==> src/rtl/tlc_pkg.sv <==
// Purpose : shared types, lamp encodings and round-robin search for the traffic-light controller.
// Latency : n/a (types, constants and a pure combinational function).
// Backpr. : n/a.
package tlc_pkg;

   // Phase of the approach that currently owns the right-of-way.
   typedef enum logic [1:0] {
      ALLRED = 2'd0,
      GREEN  = 2'd1,
      YELLOW = 2'd2
   } tlc_state_t;

   // Largest supported approach count; sizes the search function's input.
   localparam int MAX_APP = 8;

   // One lamp head: exactly one field is set for any legal code.
   typedef struct packed {
      logic red;
      logic ylw;
      logic grn;
   } lamp_t;

   localparam lamp_t LAMP_RED = '{red: 1'b1, ylw: 1'b0, grn: 1'b0};
   localparam lamp_t LAMP_YLW = '{red: 1'b0, ylw: 1'b1, grn: 1'b0};
   localparam lamp_t LAMP_GRN = '{red: 1'b0, ylw: 1'b0, grn: 1'b1};

   // First approach with latched demand, scanning cur+1, cur+2, ... with wrap
   // (cur itself is visited last). With nothing latched, hand over to cur+1.
   function automatic int rr_next(input logic [MAX_APP-1:0] dem, input int cur, input int n);
      int   pick;
      logic found;
      pick  = (cur + 1) % n;
      found = 1'b0;
      for (int k = 1; k <= MAX_APP; k++) begin
         if (!found && (k <= n) && dem[(cur + k) % n]) begin
            pick  = (cur + k) % n;
            found = 1'b1;
         end
      end
      return pick;
   endfunction

endpackage

==> src/rtl/tlc_prescaler.sv <==
// Purpose : divides the clock into a timing tick; test mode makes every cycle a tick.
// Latency : tick is combinational from the counter and registered test flag.
// Backpr. : none; free-running.
// Ports   : ck, clr_n (sync, active-low), test (registered bypass), tick (strobe).
module tlc_prescaler
   import tlc_pkg::*;
#(
   parameter int PRE_DIV = 200
) (
   input  logic ck,
   input  logic clr_n,
   input  logic test,
   output logic tick
);

   localparam int            CW   = $clog2(PRE_DIV);
   localparam logic [CW-1:0] LAST = CW'(PRE_DIV - 1);

   logic [CW-1:0] pre_cnt;

   // Held at zero in test mode, so leaving test mode restarts a full period.
   always_ff @(posedge ck) begin
      if (!clr_n) begin
         pre_cnt <= '0;
      end else if (test || (pre_cnt == LAST)) begin
         pre_cnt <= '0;
      end else begin
         pre_cnt <= pre_cnt + CW'(1);
      end
   end

   assign tick = test | (pre_cnt == LAST);

endmodule

==> src/rtl/tlc_multi_phase.sv <==
// Purpose : N-approach traffic-light controller with demand latches, min/max green, yellow and all-red.
// Latency : inputs registered once; lamps registered one cycle after the phase state.
// Backpr. : none; sensors are level inputs, lamps are free-running outputs.
// Ports   : CK, CLR_N (sync, active-low), TEST (tick every cycle), FM[N_APP] demand sensors,
//           GRN/YLW/RED[N_APP] lamps, ACTIVE right-of-way owner, TICK registered tick strobe.
//           Optional EMG[N_APP] emergency preemption when TLC_PREEMPT_EN is defined.
module tlc_multi_phase
   import tlc_pkg::*;
#(
   parameter int N_APP    = 2,
   parameter int PRE_DIV  = 200,
   parameter int T_W      = 6,
   parameter int GRN_MIN  = 8,
   parameter int GRN_MAX  = 24,
   parameter int YLW_T    = 3,
   parameter int ALLRED_T = 1
) (
   input  logic                     CK,
   input  logic                     CLR_N,
   input  logic                     TEST,
   input  logic [N_APP-1:0]         FM,
   output logic [N_APP-1:0]         GRN,
   output logic [N_APP-1:0]         YLW,
   output logic [N_APP-1:0]         RED,
   output logic [$clog2(N_APP)-1:0] ACTIVE,
   output logic                     TICK
`ifdef TLC_PREEMPT_EN
   ,
   input  logic [N_APP-1:0]         EMG
`endif
);

   localparam int             AW          = $clog2(N_APP);
   localparam logic [T_W-1:0] ALLRED_LAST = T_W'(ALLRED_T - 1);
   localparam logic [T_W-1:0] YLW_LAST    = T_W'(YLW_T - 1);
   localparam logic [T_W-1:0] GMIN_LAST   = T_W'(GRN_MIN - 1);
   localparam logic [T_W-1:0] GMAX_LAST   = T_W'(GRN_MAX - 1);

   logic [N_APP-1:0]   fm_s;
   logic               test_s;
   logic               tick;
   tlc_state_t         state, state_n;
   logic [T_W-1:0]     tmr, tmr_n;
   logic [AW-1:0]      active, active_n, nxt;
   logic [N_APP-1:0]   dem, dem_n;
   logic [MAX_APP-1:0] dem_ext;
   logic               others;
   logic               green_done;
   lamp_t              cur_lamp;
   logic [N_APP-1:0]   grn_d, ylw_d, red_d;

   // ---------------------------------------------------------------- inputs
`ifdef TLC_PREEMPT_EN
   logic [N_APP-1:0] emg_s;
   logic             emg_any;
   logic [AW-1:0]    emg_k;

   always_ff @(posedge CK) begin
      if (!CLR_N) emg_s <= '0;
      else        emg_s <= EMG;
   end

   // Lowest-numbered requester wins.
   always_comb begin
      emg_any = |emg_s;
      emg_k   = '0;
      for (int i = N_APP - 1; i >= 0; i--) begin
         if (emg_s[i]) emg_k = AW'(i);
      end
   end
`endif

   always_ff @(posedge CK) begin
      if (!CLR_N) begin
         fm_s   <= '0;
         test_s <= 1'b0;
      end else begin
         fm_s   <= FM;
         test_s <= TEST;
      end
   end

   tlc_prescaler #(.PRE_DIV(PRE_DIV)) u_prescaler (
      .ck    (CK),
      .clr_n (CLR_N),
      .test  (test_s),
      .tick  (tick)
   );

   // ------------------------------------------------------ demand decisions
   always_comb begin
      dem_ext            = '0;
      dem_ext[N_APP-1:0] = dem;
      nxt                = AW'(rr_next(dem_ext, int'(active), N_APP));
      others             = 1'b0;
      for (int j = 0; j < N_APP; j++) begin
         if (dem[j] && (AW'(j) != active)) others = 1'b1;
      end
   end

   // Green yields only to competing demand; a still-occupied approach keeps
   // green until the timer saturates at the maximum.
   assign green_done = tick && (tmr >= GMIN_LAST) && others &&
                       (!fm_s[active] || (tmr == GMAX_LAST));

   // --------------------------------------------------------------- FSM
   always_ff @(posedge CK) begin
      if (!CLR_N) begin
         state  <= ALLRED;
         tmr    <= '0;
         active <= AW'(N_APP - 1);
         dem    <= '0;
      end else begin
         state  <= state_n;
         tmr    <= tmr_n;
         active <= active_n;
         dem    <= dem_n;
      end
   end

   always_comb begin
      state_n  = state;
      active_n = active;
      tmr_n    = tmr;
      dem_n    = dem | fm_s;
      if (state == GREEN) dem_n[active] = 1'b0;

      case (state)
         ALLRED: begin
            if (tick && (tmr == ALLRED_LAST)) begin
               state_n = GREEN;
`ifdef TLC_PREEMPT_EN
               active_n = emg_any ? emg_k : nxt;
`else
               active_n = nxt;
`endif
            end
         end
         GREEN: begin
`ifdef TLC_PREEMPT_EN
            // Preemption skips the minimum green; a preempting owner holds.
            if (emg_any) begin
               if (emg_k != active) state_n = YELLOW;
            end else if (green_done) begin
               state_n = YELLOW;
            end
`else
            if (green_done) state_n = YELLOW;
`endif
         end
         YELLOW: begin
            if (tick && (tmr == YLW_LAST)) state_n = ALLRED;
         end
         default: state_n = ALLRED;
      endcase

      if (state_n != state) begin
         tmr_n = '0;
      end else if (tick && (tmr != GMAX_LAST)) begin
         tmr_n = tmr + T_W'(1);
      end

      // Entering green consumes that approach's demand (overrides a new set).
      if ((state == ALLRED) && (state_n == GREEN)) dem_n[active_n] = 1'b0;
   end

   // --------------------------------------------------------------- lamps
   always_comb begin
      case (state)
         GREEN:   cur_lamp = LAMP_GRN;
         YELLOW:  cur_lamp = LAMP_YLW;
         default: cur_lamp = LAMP_RED;
      endcase
      grn_d = '0;
      ylw_d = '0;
      red_d = '0;
      for (int i = 0; i < N_APP; i++) begin
         if (AW'(i) == active) begin
            grn_d[i] = cur_lamp.grn;
            ylw_d[i] = cur_lamp.ylw;
            red_d[i] = cur_lamp.red;
         end else begin
            grn_d[i] = LAMP_RED.grn;
            ylw_d[i] = LAMP_RED.ylw;
            red_d[i] = LAMP_RED.red;
         end
      end
   end

   always_ff @(posedge CK) begin
      if (!CLR_N) begin
         GRN  <= '0;
         YLW  <= '0;
         RED  <= '1;
         TICK <= 1'b0;
      end else begin
         GRN  <= grn_d;
         YLW  <= ylw_d;
         RED  <= red_d;
         TICK <= tick;
      end
   end

   assign ACTIVE = active;

endmodule

==> config.mk <==
export PLATFORM = sky130hd
export DESIGN_NAME = tlc_multi_phase
export DESIGN_NICKNAME = d
export VERILOG_FILES = /design/src/rtl/tlc_pkg.sv /design/src/rtl/tlc_prescaler.sv /design/src/rtl/tlc_multi_phase.sv
export SDC_FILE = /design/constraint.sdc
export NUM_CORES = 1
export LEC_CHECK = 0
export ABC_AREA = 1
export CAP_MARGIN = 25
export CORE_MARGIN = 2
export CORE_UTILIZATION = 55
export DETAILED_ROUTE_END_ITERATION = 12
export PLACE_DENSITY = 0.77
export SYNTH_ARGS = -nofsm -noshare
export SYNTH_HDL_FRONTEND = slang
export SYNTH_SLANG_ARGS = --single-unit
==> constraint.sdc <==
create_clock -name CK -period 2.77 [get_ports CK]
set_clock_uncertainty 0.05 [all_clocks]
set_input_delay 0.554 -clock CK [delete_from_list [all_inputs] [get_ports CK]]
set_output_delay 0.554 -clock CK [all_outputs]
set_load 0.01 [all_outputs]
==> impl_metrics.tcl <==
set metrics [dict create \
    status "completed" \
    cap_violations 0 \
    period_needed_ps 2070 \
    fin_cells 238 \
    cts_made_buffers 5 \
    clk_pin_slew_ps 80 \
    ys_seq_area_share_pct 39.3 \
    report.final.slew_viol_count 0 \
    port_buffers 12 \
    critPathMaxFanout 11 \
    crit_path_end_kind "output port" \
    ant_nets 0 \
    synthesis.nets 205 \
    critPathMaxStageDelay_ps 610 \
    power.total_mw 0.815 \
    track_usage_pct 19.4 \
    die-area_um2 3110 \
    critPathKind "flip-flop to output port" \
    syn_to_final_growth_pct 13.6 \
    fp.dieW_um 55.8 \
    first_global_vias 1171 \
    crit_buf_inv 1 \
    required_ps 2170 \
    synth_cells 191 \
    antenna_found_initial 0 \
    slew_headroom_pct 71.8 \
    gp_congestion 0.805 \
    netlist_area_um2 1480 \
    grt_pass1_wl_um 4750 \
    p_leak_nw 0.770 \
    die_h_um 55.8 \
    finalWirelength_um 2690 \
    synth_area_leader_cell "dfxtp_1" \
    max_freq_mhz 483 \
    cts_root_buf "clkbuf_4" \
    setup_viol 0 \
    crit_chain "clkdlybuf4s50_1" \
    r2r-end "dem[1]" \
    period_share_pct 74.8 \
    syn_avg_cell_area_um2 7.73 \
    wl_per_cell_um 11.3 \
    cts.sinks 29 \
    hold_depth 1 \
    cpLargestDelayFamily "buffers and inverters" \
    htree_levels 2 \
    dpl_cell_area_um2 1620 \
    drt_pass1_iterations 4 \
    r2r_start "u_prescaler.pre_cnt[0]" \
    rsz0062_at_grt "false" \
    powerDensity_nw_per_um2 486 \
    yosys_warnings 0 \
    startpoint_type "flip-flop" \
    cts_tree "yes" \
    clock_latency_ps 330 \
    worstHoldStart "u_prescaler.pre_cnt[0]" \
    design_area_um2 1680 \
    tns_ps 0 \
    post-synth-top-area-fraction_pct 39.3 \
    fp.coreArea_um2 2500 \
    peakVddDrop_uv 375 \
    dp.cells 231 \
    dr.first_iter.drc_count 30 \
    place_hpwl_um 2080 \
    worstHoldEndpoint "u_prescaler.pre_cnt[0]" \
    rows 18 \
    hold_viol 0 \
    pin_count 13 \
    drc_errors 0 \
    grt_start_max_net_pins 12 \
    drive_above_1_share_pct 14.4 \
    cts_resized 0 \
    diodes 0 \
    r2r_cells 10 \
    worst_pin_slew_ps 422 \
    initial_core_util_pct 59.1 \
    nFillCells 206 \
    ys_top_cells_by_area "dfxtp_1 (39%), nand2_1 (8.9%), ha_1 (7.6%)" \
    detail_route.vias_per_cell 5.13 \
    cp.arrival_ps 1470 \
    post_cts_buffers 0 \
    hold_path_class "flip-flop to flip-flop" \
    slowest_stage "clkdlybuf4s50_1" \
    ys_ff_latch 29 \
    rrSetupSlack_ps 950 \
    overflow 0 \
    cts_buffer_depth 2 \
    fin_nets 222 \
    synth_cell_types 30 \
    holdBufCountCts 0 \
    vias 1222 \
]
-- power by group --
part | leakage, nW | switching (mW) | internal [mW] | total (mW)
clock network | 0.0314 | 0.136 | 0.120 | 0.256
logic | 0.502 | 0.0670 | 0.0492 | 0.116
registers | 0.236 | 0.0118 | 0.431 | 0.443
total | 0.770 | 0.215 | 0.600 | 0.815
-- Yosys cell counts --
cell type / n
a211oi_1: 1
a21oi_1: 3
a21oi_2: 1
a221oi_1: 1
and3_1: 1
buf_2: 1
buf_4: 1
bufinv_8: 1
dfxtp_1: 29
ha_1: 9
inv_1: 29
inv_2: 8
mux2_2: 1
nand2_1: 35
nand2_2: 2
nand2_4: 1
nand3_1: 14
nand3_2: 1
nand3_4: 1
nand4_1: 3
nor2_1: 26
nor3_1: 3
nor3_2: 6
nor3_4: 1
nor3b_1: 1
o21ai_0: 1
o21ai_1: 1
or2_4: 1
xnor2_1: 1
xor2_1: 7
-- final cells by class --
class | count | area [um^2] | share of cell area, %
inverter | 38 | 156 | 9.33
tap | 30 | 37.5 | 2.24
multi-input combinational | 122 | 727 | 43.4
clock buffer | 7 | 55.1 | 3.28
timing repair buffer | 12 | 120 | 7.16
sequential | 29 | 581 | 34.6
-- sequential cells by signal, summed over array words and instances, names as in the netlist --
name                 flops
RED                      2
ACTIVE                   1
test_s                   1
YLW                      2
u_prescaler.pre_cnt      8
fm_s                     2
dem                      2
GRN                      2
state                    2
tmr                      6
TICK                     1
-- worst max path at each step --
stage                                 from                     end  slack (ps)  depth (start not counted)
finish                              ACTIVE                  ACTIVE         700                          1
global placement                     CLR_N  u_prescaler.pre_cnt[4]         910                          3
floorplan           u_prescaler.pre_cnt[0]                  tmr[5]        1210                         10
CTS                                 ACTIVE                  ACTIVE         680                          1
detailed placement                   CLR_N  u_prescaler.pre_cnt[6]         810                          3
global route                        ACTIVE                  ACTIVE         600                          1
-- cell usage in the layout, fill, tap and decap left out, drive strengths merged --
master / synthesis / final
nand4: 3 / 3
or2: 1 / 1
xor2: 7 / 7
bufinv: 1 / 1
dfxtp: 29 / 29
o21ai: 2 / 2
nor3: 10 / 10
ha: 9 / 9
clkbuf: 0 / 7
and3: 1 / 1
nor3b: 1 / 1
a221oi: 1 / 1
xnor2: 1 / 1
mux2: 1 / 1
clkdlybuf4s50: 0 / 12
a211oi: 1 / 1
nand2: 38 / 38
nand3: 16 / 16
nor2: 26 / 26
inv: 37 / 37
a21oi: 4 / 4
-- through the flow --
step / setup WS (ps) / utilization [%] / hold slack, ps
floorplan: 1210 / - / 368
global placement: 908 / 64.9 / 379
detailed placement: 812 / 64.9 / 408
CTS: 681 / 67.1 / 419
global route: 604 / 67.1 / 457
finish: 699 / 67.1 / 415
-- kinds of logic (layout without fill, tap and decap cells) --
kind of cell / after synthesis / in the layout / synth area share [%]
AND/OR/NAND/NOR: 96 / 96 / 32.7
AO/OA/AOI/OAI: 8 / 8 / 3.39
XOR/XNOR: 8 / 8 / 4.75
multiplexers: 1 / 1 / 0.763
adder cells (fa/ha/maj): 9 / 9 / 7.63
flip-flops: 29 / 29 / 39.3
buffers and inverters: 40 / 57 / 11.4
-- layer usage --
metal  vias to the layer above  GRT usage [%]  wire length (um)
met3                         7           5.81               140
met4                         0           10.5                53
li1                        621              -                 -
met2                        32           34.9              1370
met5                         -              0                 0
met1                       562           20.1              1120
No activity file was read; power rests on OpenSTA's default activity.
